$ cat config.mk
export PLATFORM = sky130hd
export DESIGN_NAME = load_tid_tracker_flat
export DESIGN_NICKNAME = d
export VERILOG_FILES = /design/src/rtl/load_tid_tracker_if.sv /design/src/rtl/load_tid_tracker.sv /design/src/flat_wrapper.sv
export SDC_FILE = /design/constraint.sdc
export NUM_CORES = 1
export LEC_CHECK = 0
export BUFFER_PORTS_ARGS = -buffer_cell sky130_fd_sc_hd__buf_4
export CORE_ASPECT_RATIO = 0.9
export CORE_UTILIZATION = 40
export CTS_CLUSTER_DIAMETER = 30
export DETAILED_ROUTE_END_ITERATION = 6
export GPL_ROUTABILITY_DRIVEN = 0
export PLACE_DENSITY = 0.66
export SLEW_MARGIN = 10
export SYNTH_ARGS = -nofsm -noshare
export SYNTH_HDL_FRONTEND = slang
export SYNTH_SLANG_ARGS = --single-unit
$ cat constraint.sdc
create_clock -name clk_i -period 3 [get_ports clk_i]
set_input_delay 0.6 -clock clk_i [delete_from_list [all_inputs] [get_ports clk_i]]
set_output_delay 0.6 -clock clk_i [all_outputs]
set_load 0.05 [all_outputs]
$ cat src/rtl/load_tid_tracker_if.sv
// Bundle of load-issue, cache-response and writeback signals between the
// load unit, the tracker and the data-cache memory interface.
interface load_tid_tracker_if #(
    parameter int XLEN           = 32,
    parameter int NR_ENTRIES     = 2,
    parameter int TID_WIDTH      = 2,
    parameter int TRANS_ID_WIDTH = 2
);
    localparam int OFFSET_WIDTH = $clog2(XLEN / 8);
    localparam int CNT_WIDTH    = $clog2(NR_ENTRIES + 1);

    logic                      flush_i;
    logic                      alloc_valid_i;
    logic                      alloc_ready_o;
    logic [TRANS_ID_WIDTH-1:0] alloc_trans_id_i;
    logic [OFFSET_WIDTH-1:0]   alloc_offset_i;
    logic [1:0]                alloc_size_i;
    logic                      alloc_sign_i;
    logic [TID_WIDTH-1:0]      alloc_tid_o;
    logic                      rsp_valid_i;
    logic [TID_WIDTH-1:0]      rsp_tid_i;
    logic [XLEN-1:0]           rsp_data_i;
    logic                      result_valid_o;
    logic [TRANS_ID_WIDTH-1:0] result_trans_id_o;
    logic [XLEN-1:0]           result_data_o;
    logic                      protocol_err_o;
    logic [CNT_WIDTH-1:0]      count_o;
    logic                      busy_o;

    // Tracker side
    modport slave (
        input  flush_i, alloc_valid_i, alloc_trans_id_i, alloc_offset_i,
               alloc_size_i, alloc_sign_i, rsp_valid_i, rsp_tid_i, rsp_data_i,
        output alloc_ready_o, alloc_tid_o, result_valid_o, result_trans_id_o,
               result_data_o, protocol_err_o, count_o, busy_o
    );

    // Load unit / cache side
    modport master (
        output flush_i, alloc_valid_i, alloc_trans_id_i, alloc_offset_i,
               alloc_size_i, alloc_sign_i, rsp_valid_i, rsp_tid_i, rsp_data_i,
        input  alloc_ready_o, alloc_tid_o, result_valid_o, result_trans_id_o,
               result_data_o, protocol_err_o, count_o, busy_o
    );
endinterface

$ cat src/rtl/load_tid_tracker.sv
// Outstanding-load tracker: hands out memory TIDs, remembers per-load
// scoreboard ID / offset / size / sign, and turns cache responses into
// aligned, extended writeback results one cycle later. Flushed loads keep
// their TID until the cache answers, so a TID is never reused in flight.
module load_tid_tracker #(
    parameter int XLEN           = 32,
    parameter int NR_ENTRIES     = 2,
    parameter int TID_WIDTH      = 2,
    parameter int TRANS_ID_WIDTH = 2
) (
    input logic               clk_i,
    input logic               rst_i,
    load_tid_tracker_if.slave bus
);
    localparam int OFFSET_WIDTH = $clog2(XLEN / 8);
    localparam int CNT_WIDTH    = $clog2(NR_ENTRIES + 1);

    if (NR_ENTRIES < 1 || NR_ENTRIES > (1 << TID_WIDTH)) begin : g_bad_nr_entries
        $error("load_tid_tracker: NR_ENTRIES must be in 1..2**TID_WIDTH");
    end
    if (XLEN != 32 && XLEN != 64) begin : g_bad_xlen
        $error("load_tid_tracker: XLEN must be 32 or 64");
    end

    typedef enum logic [1:0] {
        FREE    = 2'd0,
        PENDING = 2'd1,
        KILLED  = 2'd2
    } entry_state_e;

    entry_state_e              state_q    [NR_ENTRIES];
    entry_state_e              state_d    [NR_ENTRIES];
    logic [TRANS_ID_WIDTH-1:0] trans_id_q [NR_ENTRIES];
    logic [OFFSET_WIDTH-1:0]   offset_q   [NR_ENTRIES];
    logic [1:0]                size_q     [NR_ENTRIES];
    logic                      sign_q     [NR_ENTRIES];

    logic [NR_ENTRIES-1:0]     free_mask;
    logic [NR_ENTRIES-1:0]     pending_mask;
    logic [NR_ENTRIES-1:0]     rsp_hit;
    logic                      alloc_ready;
    logic                      alloc_fire;
    logic [TID_WIDTH-1:0]      alloc_tid;
    logic                      rsp_pending;
    logic                      rsp_bad;
    logic [TRANS_ID_WIDTH-1:0] sel_trans_id;
    logic [OFFSET_WIDTH-1:0]   sel_offset;
    logic [1:0]                sel_size;
    logic                      sel_sign;

    logic                      result_vld_p0;
    logic [XLEN-1:0]           result_data_p0;
    logic [CNT_WIDTH-1:0]      count_p0;

    logic                      result_vld_p1;
    logic [TRANS_ID_WIDTH-1:0] result_trans_id_p1;
    logic [XLEN-1:0]           result_data_p1;
    logic                      perr_p1;
    logic [CNT_WIDTH-1:0]      count_p1;
    logic                      busy_p1;

    // Shift the raw word down to the addressed byte, keep the access size and
    // extend it; on XLEN=32 a dword request degrades to a word.
    function automatic logic [XLEN-1:0] extract_load(
        input logic [XLEN-1:0]         raw,
        input logic [OFFSET_WIDTH-1:0] off,
        input logic [1:0]              size,
        input logic                    sign
    );
        logic        [XLEN-1:0] shifted;
        logic signed [XLEN-1:0] res;
        shifted = raw >> {off, 3'b000};
        case (size)
            2'b00: begin
                if (sign) res = XLEN'($signed(shifted[7:0]));
                else      res = XLEN'(shifted[7:0]);
            end
            2'b01: begin
                if (sign) res = XLEN'($signed(shifted[15:0]));
                else      res = XLEN'(shifted[15:0]);
            end
            2'b10: begin
                if (sign) res = XLEN'($signed(shifted[31:0]));
                else      res = XLEN'(shifted[31:0]);
            end
            default: begin
                if (XLEN == 64)  res = shifted;
                else if (sign)   res = XLEN'($signed(shifted[31:0]));
                else             res = XLEN'(shifted[31:0]);
            end
        endcase
        return res;
    endfunction

    // Entry masks, response decode and metadata of the responding entry
    always_comb begin
        free_mask    = '0;
        pending_mask = '0;
        rsp_hit      = '0;
        sel_trans_id = '0;
        sel_offset   = '0;
        sel_size     = '0;
        sel_sign     = 1'b0;
        for (int i = 0; i < NR_ENTRIES; i++) begin
            free_mask[i]    = (state_q[i] == FREE);
            pending_mask[i] = (state_q[i] == PENDING);
            rsp_hit[i]      = bus.rsp_valid_i && (bus.rsp_tid_i == TID_WIDTH'(i));
            if (rsp_hit[i]) begin
                sel_trans_id = trans_id_q[i];
                sel_offset   = offset_q[i];
                sel_size     = size_q[i];
                sel_sign     = sign_q[i];
            end
        end
        rsp_pending = |(rsp_hit & pending_mask);
        rsp_bad     = bus.rsp_valid_i && !(|(rsp_hit & ~free_mask));
    end

    // Lowest-index FREE entry is offered; a flush blocks allocation
    always_comb begin
        alloc_tid = '0;
        for (int i = NR_ENTRIES - 1; i >= 0; i--) begin
            if (free_mask[i]) alloc_tid = TID_WIDTH'(i);
        end
        alloc_ready = (|free_mask) && !bus.flush_i;
        alloc_fire  = bus.alloc_valid_i && alloc_ready;
    end

    // Per-entry next state and the resulting occupancy count
    always_comb begin
        count_p0 = '0;
        for (int i = 0; i < NR_ENTRIES; i++) begin
            state_d[i] = state_q[i];
            case (state_q[i])
                FREE: begin
                    if (alloc_fire && (alloc_tid == TID_WIDTH'(i))) state_d[i] = PENDING;
                end
                PENDING: begin
                    if (rsp_hit[i])        state_d[i] = FREE;
                    else if (bus.flush_i)  state_d[i] = KILLED;
                end
                KILLED: begin
                    if (rsp_hit[i]) state_d[i] = FREE;
                end
                default: state_d[i] = FREE;
            endcase
            if (state_d[i] != FREE) count_p0 = count_p0 + CNT_WIDTH'(1);
        end
    end

    // Result is produced only for a live (un-flushed) pending load
    always_comb begin
        result_vld_p0  = rsp_pending && !bus.flush_i;
        result_data_p0 = extract_load(bus.rsp_data_i, sel_offset, sel_size, sel_sign);
    end

    // Entry state register
    always_ff @(posedge clk_i) begin
        for (int i = 0; i < NR_ENTRIES; i++) begin
            if (rst_i) state_q[i] <= FREE;
            else       state_q[i] <= state_d[i];
        end
    end

    // Capture load attributes into the granted entry
    always_ff @(posedge clk_i) begin
        for (int i = 0; i < NR_ENTRIES; i++) begin
            if (alloc_fire && (alloc_tid == TID_WIDTH'(i))) begin
                trans_id_q[i] <= bus.alloc_trans_id_i;
                offset_q[i]   <= bus.alloc_offset_i;
                size_q[i]     <= bus.alloc_size_i;
                sign_q[i]     <= bus.alloc_sign_i;
            end
        end
    end

    // ---- p0 -> p1: registered writeback, error pulse and occupancy ----
    always_ff @(posedge clk_i) begin
        if (rst_i) begin
            result_vld_p1      <= 1'b0;
            result_trans_id_p1 <= '0;
            result_data_p1     <= '0;
            perr_p1            <= 1'b0;
            count_p1           <= '0;
            busy_p1            <= 1'b0;
        end else begin
            result_vld_p1      <= result_vld_p0;
            result_trans_id_p1 <= sel_trans_id;
            result_data_p1     <= result_data_p0;
            perr_p1            <= rsp_bad;
            count_p1           <= count_p0;
            busy_p1            <= (count_p0 != '0);
        end
    end

    assign bus.alloc_ready_o     = alloc_ready;
    assign bus.alloc_tid_o       = alloc_tid;
    assign bus.result_valid_o    = result_vld_p1;
    assign bus.result_trans_id_o = result_trans_id_p1;
    assign bus.result_data_o     = result_data_p1;
    assign bus.protocol_err_o    = perr_p1;
    assign bus.count_o           = count_p1;
    assign bus.busy_o            = busy_p1;
endmodule
$ cat src/flat_wrapper.sv
// flat-port wrapper written by rule: the top's interface ports become plain ports
module load_tid_tracker_flat 
#(
    parameter int XLEN           = 32,
    parameter int NR_ENTRIES     = 2,
    parameter int TID_WIDTH      = 2,
    parameter int TRANS_ID_WIDTH = 2
)
  (clk_i, rst_i, bus_flush_i, bus_alloc_valid_i, bus_alloc_trans_id_i, bus_alloc_offset_i, bus_alloc_size_i, bus_alloc_sign_i, bus_rsp_valid_i, bus_rsp_tid_i, bus_rsp_data_i, bus_alloc_ready_o, bus_alloc_tid_o, bus_result_valid_o, bus_result_trans_id_o, bus_result_data_o, bus_protocol_err_o, bus_count_o, bus_busy_o);
  load_tid_tracker_if #(.XLEN(XLEN), .NR_ENTRIES(NR_ENTRIES), .TID_WIDTH(TID_WIDTH), .TRANS_ID_WIDTH(TRANS_ID_WIDTH)) bus_i ();
  input logic clk_i;
  input logic rst_i;
  input wire logic [$bits(bus_i.flush_i)-1:0] bus_flush_i;
  input wire logic [$bits(bus_i.alloc_valid_i)-1:0] bus_alloc_valid_i;
  input wire logic [$bits(bus_i.alloc_trans_id_i)-1:0] bus_alloc_trans_id_i;
  input wire logic [$bits(bus_i.alloc_offset_i)-1:0] bus_alloc_offset_i;
  input wire logic [$bits(bus_i.alloc_size_i)-1:0] bus_alloc_size_i;
  input wire logic [$bits(bus_i.alloc_sign_i)-1:0] bus_alloc_sign_i;
  input wire logic [$bits(bus_i.rsp_valid_i)-1:0] bus_rsp_valid_i;
  input wire logic [$bits(bus_i.rsp_tid_i)-1:0] bus_rsp_tid_i;
  input wire logic [$bits(bus_i.rsp_data_i)-1:0] bus_rsp_data_i;
  output wire logic [$bits(bus_i.alloc_ready_o)-1:0] bus_alloc_ready_o;
  output wire logic [$bits(bus_i.alloc_tid_o)-1:0] bus_alloc_tid_o;
  output wire logic [$bits(bus_i.result_valid_o)-1:0] bus_result_valid_o;
  output wire logic [$bits(bus_i.result_trans_id_o)-1:0] bus_result_trans_id_o;
  output wire logic [$bits(bus_i.result_data_o)-1:0] bus_result_data_o;
  output wire logic [$bits(bus_i.protocol_err_o)-1:0] bus_protocol_err_o;
  output wire logic [$bits(bus_i.count_o)-1:0] bus_count_o;
  output wire logic [$bits(bus_i.busy_o)-1:0] bus_busy_o;
  assign bus_i.flush_i = bus_flush_i;
  assign bus_i.alloc_valid_i = bus_alloc_valid_i;
  assign bus_i.alloc_trans_id_i = bus_alloc_trans_id_i;
  assign bus_i.alloc_offset_i = bus_alloc_offset_i;
  assign bus_i.alloc_size_i = bus_alloc_size_i;
  assign bus_i.alloc_sign_i = bus_alloc_sign_i;
  assign bus_i.rsp_valid_i = bus_rsp_valid_i;
  assign bus_i.rsp_tid_i = bus_rsp_tid_i;
  assign bus_i.rsp_data_i = bus_rsp_data_i;
  assign bus_alloc_ready_o = bus_i.alloc_ready_o;
  assign bus_alloc_tid_o = bus_i.alloc_tid_o;
  assign bus_result_valid_o = bus_i.result_valid_o;
  assign bus_result_trans_id_o = bus_i.result_trans_id_o;
  assign bus_result_data_o = bus_i.result_data_o;
  assign bus_protocol_err_o = bus_i.protocol_err_o;
  assign bus_count_o = bus_i.count_o;
  assign bus_busy_o = bus_i.busy_o;
  load_tid_tracker #(.XLEN(XLEN), .NR_ENTRIES(NR_ENTRIES), .TID_WIDTH(TID_WIDTH), .TRANS_ID_WIDTH(TRANS_ID_WIDTH)) u_core (.clk_i(clk_i), .rst_i(rst_i), .bus(bus_i));
endmodule
==> out/metrics.sh, run 1 <==
CRITICAL_PATH.CELL_CHAIN='buf_4 -> nand2b_1 -> or4_1 -> a211o_1 -> o22a_2 -> o21ai_0'
DRT-INITIAL-DRC-COUNT=113
SYN-INSTANCE-COUNT=247
ASYNC_FLOP_SHARE=0
FINAL.FILL_COUNT=531
SYNTH_TOP_CELL_BY_AREA='sky130_fd_sc_hd__dfxtp_1'
CTS_POST_SETUP_BUFFERS_INSERTED=0
POST_CTS_HOLD_BUFFER_COUNT=0
START_KIND='primary input'
POWERDENSITY_nW_PER_UM2=564
HOLD-PATH-ENDPOINT='u_core.size_q[0][3]$_DFFE_PP_'
CTS_TREE='yes'
CTS.REPORTEDPATHS.CLKPINSLEW_NS=0.06
CAP_VIOL_MAX_COUNT=0
YOSYS-TOP-CELLS-AREA='sky130_fd_sc_hd__dfxtp_1, sky130_fd_sc_hd__edfxtp_1, sky130_fd_sc_hd__nand2_1'
DRT-VIAS-PER-INSTANCE=5.16
CTS-ROOT-BUF='sky130_fd_sc_hd__clkbuf_8'
YOSYSUNIQUECELLTYPES=45
GRT_FIRST_PASS_WIRELENGTH_MM=10.2
ANTENNA_CELLS_INSERTED=0
FP.DIEH_UM=76.7
CLK-INSERTION-DELAY-LATE_NS=0.33
LEVEL_COUNT_OF_THE_CLOCK_H_TREE=3
BUFFER_PORTS.INSERTED=86
HOLDCRITPATHCLASS='in2reg'
GLOBAL_ROUTE.OVERFLOW_TOTAL=0
SYNTH_FF_TYPE='sky130_fd_sc_hd__dfxtp_1'
PLACED_CELL_AREA_UM2=3160
REQUIRED_NS=3.24
TOTAL_LEAKAGE_POWER_nW=1.52
POSTSYNTHAREAPERCELL_UM2=10.0
FINALCLOCKSKEW_NS=0.00406
AREA.SEQUENTIAL_UM2=1280
CLOCK.FMAX_MHz=463
SYN-NUM-NETS=295
SYNTH-SEQ-AREA-SHARE=0.517
DRC=6
MIN_PERIOD_NS=2.16
WORST-ENDPOINT-ARRIVAL_NS=2.40
SHARE_OF_FINAL_LAYOUT_STANDARD_CELLS_STRONGER_THAN_DRIVE_STRENGTH_1=0.348
NUM_IO_PINS=88
SHARE_OF_THE_CLOCK_PERIOD_USED_BY_THE_WORST_PATH_AFTER_LAYOUT=0.720
DIE_X_UM=85.0
CORE_AREA_UM2=5820
PLACEMENTROWS=26
FINALMAXSLEWVIOLATIONS=0
POSTLAYOUTCELLAREA_UM2=3370
SYNTH.CELL_AREA_UM2=2480
R2R_SLACK_NS=1.10
GRTUSAGETOTAL=0.205
MAXIMUM_NET_FANOUT_ON_THE_CRITICAL_PATH=14
CATEGORY_OF_THE_MOST_CRITICAL_SETUP_PATH='in2reg'
FINISH.NET_COUNT=382
MULTI_INPUT_COMB_AREA_UM2=1090
ENDPOINT_OF_THE_LOWEST_SLACK_REGISTER_TO_REGISTER_PATH='u_core.bus.result_data_o[11]$_SDFF_PP0_'
SETUP_TNS_NS=0
IRDROPWORSTVDD_mV=0.270
WORST-SLEW-PIN-TRANSITION_NS=0.590
REMAINING_ANTENNA_VIOLATION_COUNT_AFTER_ROUTING=0
SYNTH-SEQ-CELLS=57
CTS_RESIZED=0
AREA.GROWTH.SYNTH_TO_FINAL_PCT=36.1
CRITPATHMAXSTAGEDELAY_NS=0.59
GRT_PASS1_VIAS=2015
RSZ0062_AT_GRT='false'
SYNTH-EDFF-COUNT=14
HPWL_MM=4.60
CLK_PATH_BUF_DEPTH=2
INITIAL_CORE_UTIL=0.425
STATUS='finished with violations'
CRIT_PATH_END_KIND='flip-flop'
YOSYSTOPAREACELLSHARE=0.347
ANTENNA_VIOLATIONS_BEFORE_REPAIR=0
DIE_AREA_UM2=6510
WIRELENGTH_MM=6.39
VIA_COUNT=2110
TIMING.SLEW.HEADROOM=0.605
NUMCTSBUFFERS=9
YOSYSWARNINGCOUNT=0
HP-START='bus_alloc_size_i[1]'
WIRELENGTH_PER_CELL_UM=15.6
FINAL_CORE_UTIL=0.579
GRT_MAX_DEGREE=30
TIMING.REG2REG.WORST_PATH_DEPTH=5
CTS.SINK_COUNT=57
WORSTHOLDPATHCELLS=1
TIMING.CRITICAL_PATH.SLOWEST_STAGE_CELL='sky130_fd_sc_hd__or4_1'
TIMING.FINAL.HOLD_VIOLATIONS=0
TIMING.RR.START='u_core.offset_q[0][3]$_DFFE_PP_'
REPORT.FINAL.SETUP_VIOL=0
DRT_PRE_ANTENNA_ITERS=7
VIOLATIONS='DRC'
-- stage by stage --
| step | cells | worst slack [ns] | hold slack (ns) | total power [mW] |
|---|---|---|---|---|
| 2_1_floorplan | 247 | 0.738 | 0.479 | 1.05 |
| 3_3_place_gp | 393 | 0.619 | 0.518 | 1.17 |
| 3_5_place_dp | 393 | 0.532 | 0.515 | 1.18 |
| 4_1_cts | 409 | 0.869 | 0.437 | 1.91 |
| 5_1_grt | 409 | 0.740 | 0.434 | 1.98 |
| 6_report | 409 | 0.841 | 0.451 | 1.90 |
-- layer usage --
metal	vias to the layer above	track usage	share of wire
met4	0	0.0831	0.017
met3	11	0.0571	0.063
met1	965	0.281	0.47
met2	73	0.302	0.45
li1	1061	-	-
met5	-	0	0
-- power breakdown --
part	total, mW	switching, mW	internal [mW]
sequential	0.833	0.0120	0.821
clock	0.739	0.288	0.451
combinational	0.329	0.206	0.123
-- area by class of cell --
class / instances / share of cell area
clock buffers: 14 / 0.0512
repair buffers: 93 / 0.207
clock inverters: 2 / 0.0104
inverters: 2 / 0.00223
flip-flops and latches: 57 / 0.380
well taps: 70 / 0.0260
multi-input cells: 171 / 0.323
-- worst max path at each step --
stage	startpoint	end
floorplan	u_core.state_q[0][0]$_SDFF_PP0_	bus_alloc_tid_o[0]
global route	bus_rsp_tid_i[1]	u_core.bus.result_data_o[19]$_SDFF_PP0_
CTS	bus_rsp_tid_i[1]	u_core.bus.result_data_o[22]$_SDFF_PP0_
detailed placement	bus_rsp_tid_i[1]	u_core.bus.result_data_o[31]$_SDFF_PP0_
finish	bus_rsp_tid_i[1]	u_core.bus.result_data_o[22]$_SDFF_PP0_
global placement	bus_rsp_tid_i[1]	u_core.bus.result_data_o[19]$_SDFF_PP0_
-- registers in the layout (all words and copies together), names as in the netlist, 2 cells and up --
name / cells
u_core.bus.result_data_o: 32
u_core.offset_q: 4
u_core.bus.result_trans_id_o: 2
u_core.size_q: 4
u_core.bus.count_o: 2
u_core.state_q: 4
u_core.sign_q: 2
u_core.trans_id_q: 4
-- cell usage after synthesis (2+ instances only) --
| master | count |
|---|---|
| sky130_fd_sc_hd__nor3_1 | 5 |
| sky130_fd_sc_hd__nor2_1 | 17 |
| sky130_fd_sc_hd__nor2b_1 | 5 |
| sky130_fd_sc_hd__a21o_1 | 8 |
| sky130_fd_sc_hd__mux2i_1 | 12 |
| sky130_fd_sc_hd__nor4_1 | 4 |
| sky130_fd_sc_hd__a21oi_1 | 11 |
| sky130_fd_sc_hd__dfxtp_1 | 43 |
| sky130_fd_sc_hd__nor3b_1 | 3 |
| sky130_fd_sc_hd__or2_2 | 2 |
| sky130_fd_sc_hd__nand3b_1 | 3 |
| sky130_fd_sc_hd__mux2_2 | 2 |
| sky130_fd_sc_hd__a31oi_1 | 3 |
| sky130_fd_sc_hd__a311o_1 | 4 |
| sky130_fd_sc_hd__ha_1 | 2 |
| sky130_fd_sc_hd__clkbuf_1 | 6 |
| sky130_fd_sc_hd__nand2b_1 | 4 |
| sky130_fd_sc_hd__inv_1 | 2 |
| sky130_fd_sc_hd__a211oi_1 | 11 |
| sky130_fd_sc_hd__a211o_1 | 4 |
| sky130_fd_sc_hd__buf_2 | 7 |
| sky130_fd_sc_hd__edfxtp_1 | 14 |
| sky130_fd_sc_hd__and3_1 | 7 |
| sky130_fd_sc_hd__o21ai_0 | 12 |
| sky130_fd_sc_hd__nand2_1 | 36 |
-- layout by cell type, fill, tap and decap left out, types with 4 or more instances in the layout --
cell type,netlist,routed
sky130_fd_sc_hd__buf_4,1,93
sky130_fd_sc_hd__dfxtp_1,43,43
sky130_fd_sc_hd__nand2_1,36,36
sky130_fd_sc_hd__nor2_1,17,17
sky130_fd_sc_hd__edfxtp_1,14,14
sky130_fd_sc_hd__mux2i_1,12,12
sky130_fd_sc_hd__o21ai_0,12,12
sky130_fd_sc_hd__clkbuf_8,0,12
sky130_fd_sc_hd__a211oi_1,11,11
sky130_fd_sc_hd__a21oi_1,11,11
sky130_fd_sc_hd__a21o_1,8,8
sky130_fd_sc_hd__and3_1,7,7
sky130_fd_sc_hd__nor3_1,5,5
sky130_fd_sc_hd__nor2b_1,5,5
sky130_fd_sc_hd__nand2b_1,4,4
sky130_fd_sc_hd__nor4_1,4,4
sky130_fd_sc_hd__a211o_1,4,4
sky130_fd_sc_hd__a311o_1,4,4
-- worst max-delay path: cells and delay by family --
kind,cells,cell delay [ns]
compound gates,3,0.73
buf+inv,1,0.12
simple gates,2,0.95
-- cell families (layout without fill, tap and decap cells) --
kind of cell,Yosys count,in the layout,synth area share
adders and majority gates,2,2,0.0101
and+or+nand+nor,89,89,0.173
buffers and inverters,19,111,0.0434
AOI/OAI and AO/OA,62,62,0.182
other,1,1,0.00151
xor gates and xnor gates,1,1,0.00354
DFF,57,57,0.517
muxes,16,16,0.0692
Power figures use the tool's default switching activity.
==> inputs of run 2 (changes only) <==
- PLACE_DENSITY: 0.66 -> 0.69
- clock period: 3 -> 1.85 ns (I/O delays scaled with it)
==> out/metrics.sh, run 2 (synthesis gave the netlist of run 1 again) <==
BUFFER_PORTS.INSERTED=86  # unchanged
TIMING.FINAL.HOLD_VIOLATIONS=0  # unchanged
DIE_X_UM=85.0  # unchanged
GLOBAL_ROUTE.OVERFLOW_TOTAL=0  # unchanged
GRT_MAX_DEGREE=29  # -3.3%
ANTENNA_VIOLATIONS_BEFORE_REPAIR=0  # unchanged
FINAL.FILL_COUNT=511  # -3.8%
CLOCK.FMAX_MHz=548
MIN_PERIOD_NS=1.83
FINALCLOCKSKEW_NS=0.00913  # +0.00506 ns
SHARE_OF_FINAL_LAYOUT_STANDARD_CELLS_STRONGER_THAN_DRIVE_STRENGTH_1=0.410  # +0.0624
CTS_RESIZED=0  # unchanged
CRIT_PATH_END_KIND='flip-flop'
CTS.REPORTEDPATHS.CLKPINSLEW_NS=0.06  # about the same
DRT-VIAS-PER-INSTANCE=5.27  # +2.2%
CTS_POST_SETUP_BUFFERS_INSERTED=0  # unchanged
MULTI_INPUT_COMB_AREA_UM2=1140  # +5.2%
DRC=5  # -1
DIE_AREA_UM2=6510  # unchanged
VIA_COUNT=2284  # +8.2%
DRT-INITIAL-DRC-COUNT=144  # +27%
AREA.GROWTH.SYNTH_TO_FINAL_PCT=46.3
GRTUSAGETOTAL=0.214  # +0.00907
DRT_PRE_ANTENNA_ITERS=7  # unchanged
INITIAL_CORE_UTIL=0.425  # unchanged
DP.CELLS=416  # +5.9%
PLACEMENTROWS=26  # unchanged
CTS_TREE='yes'
START_KIND='flip-flop'
PRE_CTS_WS_NS=-0.200  # -0.732 ns
FINAL_CORE_UTIL=0.622  # +0.0436
POSTLAYOUTCELLAREA_UM2=3620  # +7.5%
MOSTFREQUENTLAYOUTCELL='sky130_fd_sc_hd__buf_4'
REMAINING_ANTENNA_VIOLATION_COUNT_AFTER_ROUTING=0  # unchanged
CLK_PATH_BUF_DEPTH=2  # unchanged
SHARE_OF_THE_CLOCK_PERIOD_USED_BY_THE_WORST_PATH_AFTER_LAYOUT=0.987
WORST-ENDPOINT-ARRIVAL_NS=2.10  # -0.30 ns
LEVEL_COUNT_OF_THE_CLOCK_H_TREE=3  # unchanged
CATEGORY_OF_THE_MOST_CRITICAL_SETUP_PATH='reg2reg'
FP.DIEH_UM=76.7  # unchanged
REPORT.FINAL.SETUP_VIOL=0  # unchanged
HPWL_MM=4.98  # +8.1%
AREA.SEQUENTIAL_UM2=1280  # unchanged
FINAL_CRITICAL_PATH_SETUP_SLACK_NS=0.0245  # -0.816 ns
CTS-ROOT-BUF='sky130_fd_sc_hd__clkbuf_8'
PLACED_CELL_AREA_UM2=3380  # +6.7%
CAP_VIOL_MAX_COUNT=0  # unchanged
LAYOUT_COMMON_CELLS='sky130_fd_sc_hd__buf_4, sky130_fd_sc_hd__dfxtp_1, sky130_fd_sc_hd__nand2_1'
NUMCTSBUFFERS=9  # unchanged
CLK-INSERTION-DELAY-LATE_NS=0.34  # about the same
CRITICAL_PATH.CELL_CHAIN='mux2_4 -> or4_4 -> a211o_4 -> o22ai_4 -> a21o_1'
LARGEST_REGISTER_FFS=32  # unchanged
POST_CTS_HOLD_BUFFER_COUNT=0  # unchanged
FINALMAXSLEWVIOLATIONS=0  # unchanged
SETUP_TNS_NS=0  # unchanged
POST-LAYOUT-TOTAL-POWER_mW=3.15  # +66%
IRDROPWORSTVDD_mV=0.566  # +110%
CRITPATHMAXSTAGEDELAY_NS=0.42  # -0.17 ns
WIRELENGTH_MM=6.77  # +6.1%
GRT_PASS1_VIAS=2122  # +5.3%
TOTAL_LEAKAGE_POWER_nW=1.66  # +9.3%
FINAL.HOLD.WORST_SLACK_NS=0.221  # -0.230 ns
FINISH.NET_COUNT=406  # +6.3%
POWERDENSITY_nW_PER_UM2=868  # +54%
VIOLATIONS='DRC'
HOLDCRITPATHCLASS='in2reg'
MAXIMUM_NET_FANOUT_ON_THE_CRITICAL_PATH=7  # -7
RSZ0062_AT_GRT='true'
ANTENNA_CELLS_INSERTED=0  # unchanged
CTS.SINK_COUNT=57  # unchanged
FIN_CELLS=433  # +5.9%
REQUIRED_NS=2.13  # -1.11 ns
NUM_IO_PINS=88  # unchanged
CORE_AREA_UM2=5820  # unchanged
WIRELENGTH_PER_CELL_UM=15.6  # +0.20%
TIMING.CRITICAL_PATH.SLOWEST_STAGE_CELL='sky130_fd_sc_hd__or4_4'
GRT_FIRST_PASS_WIRELENGTH_MM=10.6  # +4.5%
STATUS='finished with violations'
==> run 2: changes by cell type in the layout (fill, tap and decap cells not counted), moves of 2 or more <==
cell	delta
sky130_fd_sc_hd__o21ai_0	-7
sky130_fd_sc_hd__o21ai_1	+7
sky130_fd_sc_hd__nor3_2	+2
sky130_fd_sc_hd__buf_12	+2
sky130_fd_sc_hd__nor3_1	-2
sky130_fd_sc_hd__buf_4	+21
==> run 2: where the power goes <==
part           internal [mW]  total, mW  leakage [nW]  switching, mW
clock                  0.731       1.20         0.107          0.473
sequential              1.33       1.35         0.480         0.0195
combinational          0.239      0.592          1.07          0.353
==> run 2: critical path: cells and delay by family, from the launching register on <==
family             cells  cell delay (ns)
DFF                    1             0.38
AOI/OAI and AO/OA      3             0.69
muxes                  1             0.28
and+or+nand+nor        1             0.42
==> run 2: final cells by class <==
| type | count | share of cell area |
|---|---|---|
| Clock buffer | 14 | 0.0476 |
| Timing Repair Buffer | 116 | 0.247 |
| Tap cell | 70 | 0.0242 |
| Sequential cell | 57 | 0.353 |
| Multi-Input combinational cell | 172 | 0.316 |
| Clock inverter | 2 | 0.00967 |
| Inverter | 2 | 0.00207 |
==> run 2: final timing paths <==
path / startpoint / slack, ns / depth (start not counted) / endpoint
worst max register to register: u_core.size_q[0][3]$_DFFE_PP_ / 0.02 / 5 / u_core.bus.result_data_o[27]$_SDFF_PP0_
worst max-delay path: u_core.size_q[0][3]$_DFFE_PP_ / 0.02 / 5 / u_core.bus.result_data_o[27]$_SDFF_PP0_
worst min-delay path: bus_alloc_offset_i[0] / 0.22 / 1 / u_core.offset_q[0][0]$_DFFE_PP_
worst min register to register: u_core.trans_id_q[0][2]$_DFFE_PP_ / 0.54 / 2 / u_core.bus.result_trans_id_o[0]$_SDFF_PP0_
==> run 2: routing by layer <==
metal	global-route usage	wire length, um	vias up
met5	0	0	-
met4	0.0763	69	0
met3	0.0581	396	7
met2	0.336	3220	85
met1	0.281	3080	1082
li1	-	-	1110
==> inputs of run 3 (changes only) <==
- CORE_UTILIZATION: 40 -> 35
- HOLD_SLACK_MARGIN: unset -> 0.05
- PLACE_DENSITY: 0.69 -> unset
==> out/metrics.sh, run 3 (synthesis gave the netlist of run 1 again) <==
STATUS='finished, final reports clean'
PATH_DEPTH=5  # unchanged
ANTENNA_CELLS_INSERTED=0  # unchanged
FINALCLOCKSKEW_NS=0.00747  # -0.00165 ns
CAPTURE_POINT_OF_THE_WORST_PATH='u_core.bus.result_data_o[21]$_SDFF_PP0_'
CLOCK.FMAX_MHz=542  # -1.1%
POST-LAYOUT-TOTAL-POWER_mW=3.10  # -1.5%
CRITPATHMAXSTAGEDELAY_NS=0.42  # about the same
WORST-ENDPOINT-ARRIVAL_NS=2.11  # about the same
DIE_AREA_UM2=7420  # +14%
CTS-ROOT-BUF='sky130_fd_sc_hd__clkbuf_8'
PLACEMENTROWS=28  # +7.7%
GRT_PASS1_VIAS=2202  # +3.8%
CORE_AREA_UM2=6690  # +15%
AREA.GROWTH.SYNTH_TO_FINAL_PCT=47.3
HOLDCRITPATHCLASS='in2reg'
IRDROPWORSTVDD_mV=0.473  # -17%
GLOBAL_ROUTE.OVERFLOW_TOTAL=0  # unchanged
MOSTFREQUENTLAYOUTCELL='sky130_fd_sc_hd__buf_4'
WIRELENGTH_PER_CELL_UM=14.8  # -5.6%
WIRELENGTH_MM=6.72  # -0.75%
ANTENNA_VIOLATIONS_BEFORE_REPAIR=0  # unchanged
LEVEL_COUNT_OF_THE_CLOCK_H_TREE=3  # unchanged
SHARE_OF_FINAL_LAYOUT_STANDARD_CELLS_STRONGER_THAN_DRIVE_STRENGTH_1=0.411  # +0.000491
FINAL_CRITICAL_PATH_SETUP_SLACK_NS=0.00350  # -0.0210 ns
BUFFER_PORTS.INSERTED=86  # unchanged
GRT_MAX_DEGREE=29  # unchanged
DRT-VIAS-PER-INSTANCE=4.99  # -5.5%
PRE_CTS_WS_NS=-0.210  # -0.0104 ns
REMAINING_ANTENNA_VIOLATION_COUNT_AFTER_ROUTING=0  # unchanged
STARTPOINT='u_core.size_q[0][1]$_DFFE_PP_'
DRT_PRE_ANTENNA_ITERS=4  # -3
FINALMAXSLEWVIOLATIONS=0  # unchanged
R2R_SLACK_NS=0.003  # -0.02 ns
CLK_PATH_BUF_DEPTH=2  # unchanged
FINAL.HOLD.WORST_SLACK_NS=0.213  # -0.00787 ns
POWERDENSITY_nW_PER_UM2=849  # -2.2%
LAYOUT_COMMON_CELLS='sky130_fd_sc_hd__buf_4, sky130_fd_sc_hd__dfxtp_1, sky130_fd_sc_hd__nand2_1'
CRIT_PATH_END_KIND='flip-flop'
FINISH.NET_COUNT=408  # +0.49%
CTS.REPORTEDPATHS.CLKPINSLEW_NS=0.07  # about the same
RSZ0062_AT_GRT='true'
WORST-PATH-BUF-INV=0  # unchanged
MIN_PERIOD_NS=1.85  # +0.0210 ns
SETUP_TNS_NS=0  # unchanged
TIMING.REG2REG.WORST_PATH_DEPTH=5  # unchanged
LARGEST_REGISTER_FFS=32  # unchanged
CATEGORY_OF_THE_MOST_CRITICAL_SETUP_PATH='reg2reg'
HPWL_MM=4.83  # -2.9%
TIMING.FINAL.HOLD_VIOLATIONS=0  # unchanged
PLACED_CELL_AREA_UM2=3390  # +0.52%
POSTLAYOUTCELLAREA_UM2=3650  # +0.66%
CRITPATHTOPFAMILY='compound AO/OA/AOI/OAI gates'
GRTUSAGETOTAL=0.193  # -0.0206
TIMING.CRITICAL_PATH.SLOWEST_STAGE_CELL='sky130_fd_sc_hd__or4_4'
CLK-INSERTION-DELAY-LATE_NS=0.34  # about the same
REQUIRED_NS=2.11  # -0.02 ns
DIE_X_UM=90.7  # +6.7%
NUM_IO_PINS=88  # unchanged
INITIAL_CORE_UTIL=0.370  # -0.0552
POST_CTS_HOLD_BUFFER_COUNT=0  # unchanged
SHARE_OF_THE_CLOCK_PERIOD_USED_BY_THE_WORST_PATH_AFTER_LAYOUT=0.998  # +0.0114
FP.DIEH_UM=81.8  # +6.7%
TOTAL_LEAKAGE_POWER_nW=1.67  # +0.51%
DRT-INITIAL-DRC-COUNT=84  # -42%
TIMING.RR.START='u_core.size_q[0][1]$_DFFE_PP_'
GRT_FIRST_PASS_WIRELENGTH_MM=11.0  # +3.0%
REPORT.FINAL.SETUP_VIOL=0  # unchanged
ENDPOINT_OF_THE_LOWEST_SLACK_REGISTER_TO_REGISTER_PATH='u_core.bus.result_data_o[21]$_SDFF_PP0_'
CRITICAL_PATH.CELL_CHAIN='mux2_4 -> or4_4 -> a211o_1 -> o22a_4 -> o21ai_0'
VIA_COUNT=2269  # -0.66%
START_KIND='flip-flop'
MAXIMUM_NET_FANOUT_ON_THE_CRITICAL_PATH=9  # +2
CTS_TREE='yes'
CTS.SINK_COUNT=57  # unchanged
NUMCTSBUFFERS=9  # unchanged
DRC=0  # -5
CAP_VIOL_MAX_COUNT=0  # unchanged
## run 3: metal layers
layer | wire length (um) | GRT usage | vias to the layer above
li1 | - | - | 1112
met1 | 3180 | 0.247 | 1067
met2 | 3020 | 0.308 | 84
met3 | 454 | 0.0602 | 6
met4 | 68 | 0.0710 | 0
met5 | 0 | 0 | -
## run 3: layout make-up
cell class | count | area (um^2)
flip-flops and latches | 57 | 1280
multi-input cells | 171 | 1130
clock buffers | 15 | 198
clock inverters | 1 | 5.00
repair buffers | 119 | 918
well taps | 90 | 113
inverters | 2 | 7.51
fillers | 629 | 3040
## run 3: where the power goes
part	internal (mW)	leakage, nW	switching, mW
sequential	1.33	0.480	0.0200
combinational	0.241	1.08	0.346
clock	0.677	0.105	0.484
total	2.25	1.67	0.850
## run 3: worst min path at each step
stage                                 startpoint                                    endpoint  slack [ns]  depth (start not counted)
2_1_floorplan                        bus_flush_i             u_core.state_q[0][0]$_SDFF_PP0_        0.45                          1
3_5_place_dp   u_core.trans_id_q[0][0]$_DFFE_PP_  u_core.bus.result_trans_id_o[0]$_SDFF_PP0_        0.54                          2
6_report                 bus_alloc_trans_id_i[0]           u_core.trans_id_q[0][2]$_DFFE_PP_        0.21                          1
5_1_grt                  bus_alloc_trans_id_i[0]           u_core.trans_id_q[0][2]$_DFFE_PP_        0.19                          1
4_1_cts                  bus_alloc_trans_id_i[0]           u_core.trans_id_q[0][2]$_DFFE_PP_        0.20                          1
3_3_place_gp     u_core.state_q[0][1]$_SDFF_PP0_             u_core.state_q[0][1]$_SDFF_PP0_        0.54                          2
## run 3: metrics by stage
stage           util  instances
2_1_floorplan      -        247
5_1_grt        0.545        455
6_report       0.545        455
4_1_cts        0.539        451
3_3_place_gp   0.507        435
3_5_place_dp   0.507        435
## run 3: what timing repair did
item / 4_1_cts / 5_1_grt
cloned: 0 / 0
endpoints found under the setup margin: 8 / 17
gates resized for setup: 2 / 5
pin swaps: 0 / 0
setup buffers: 0 / 4
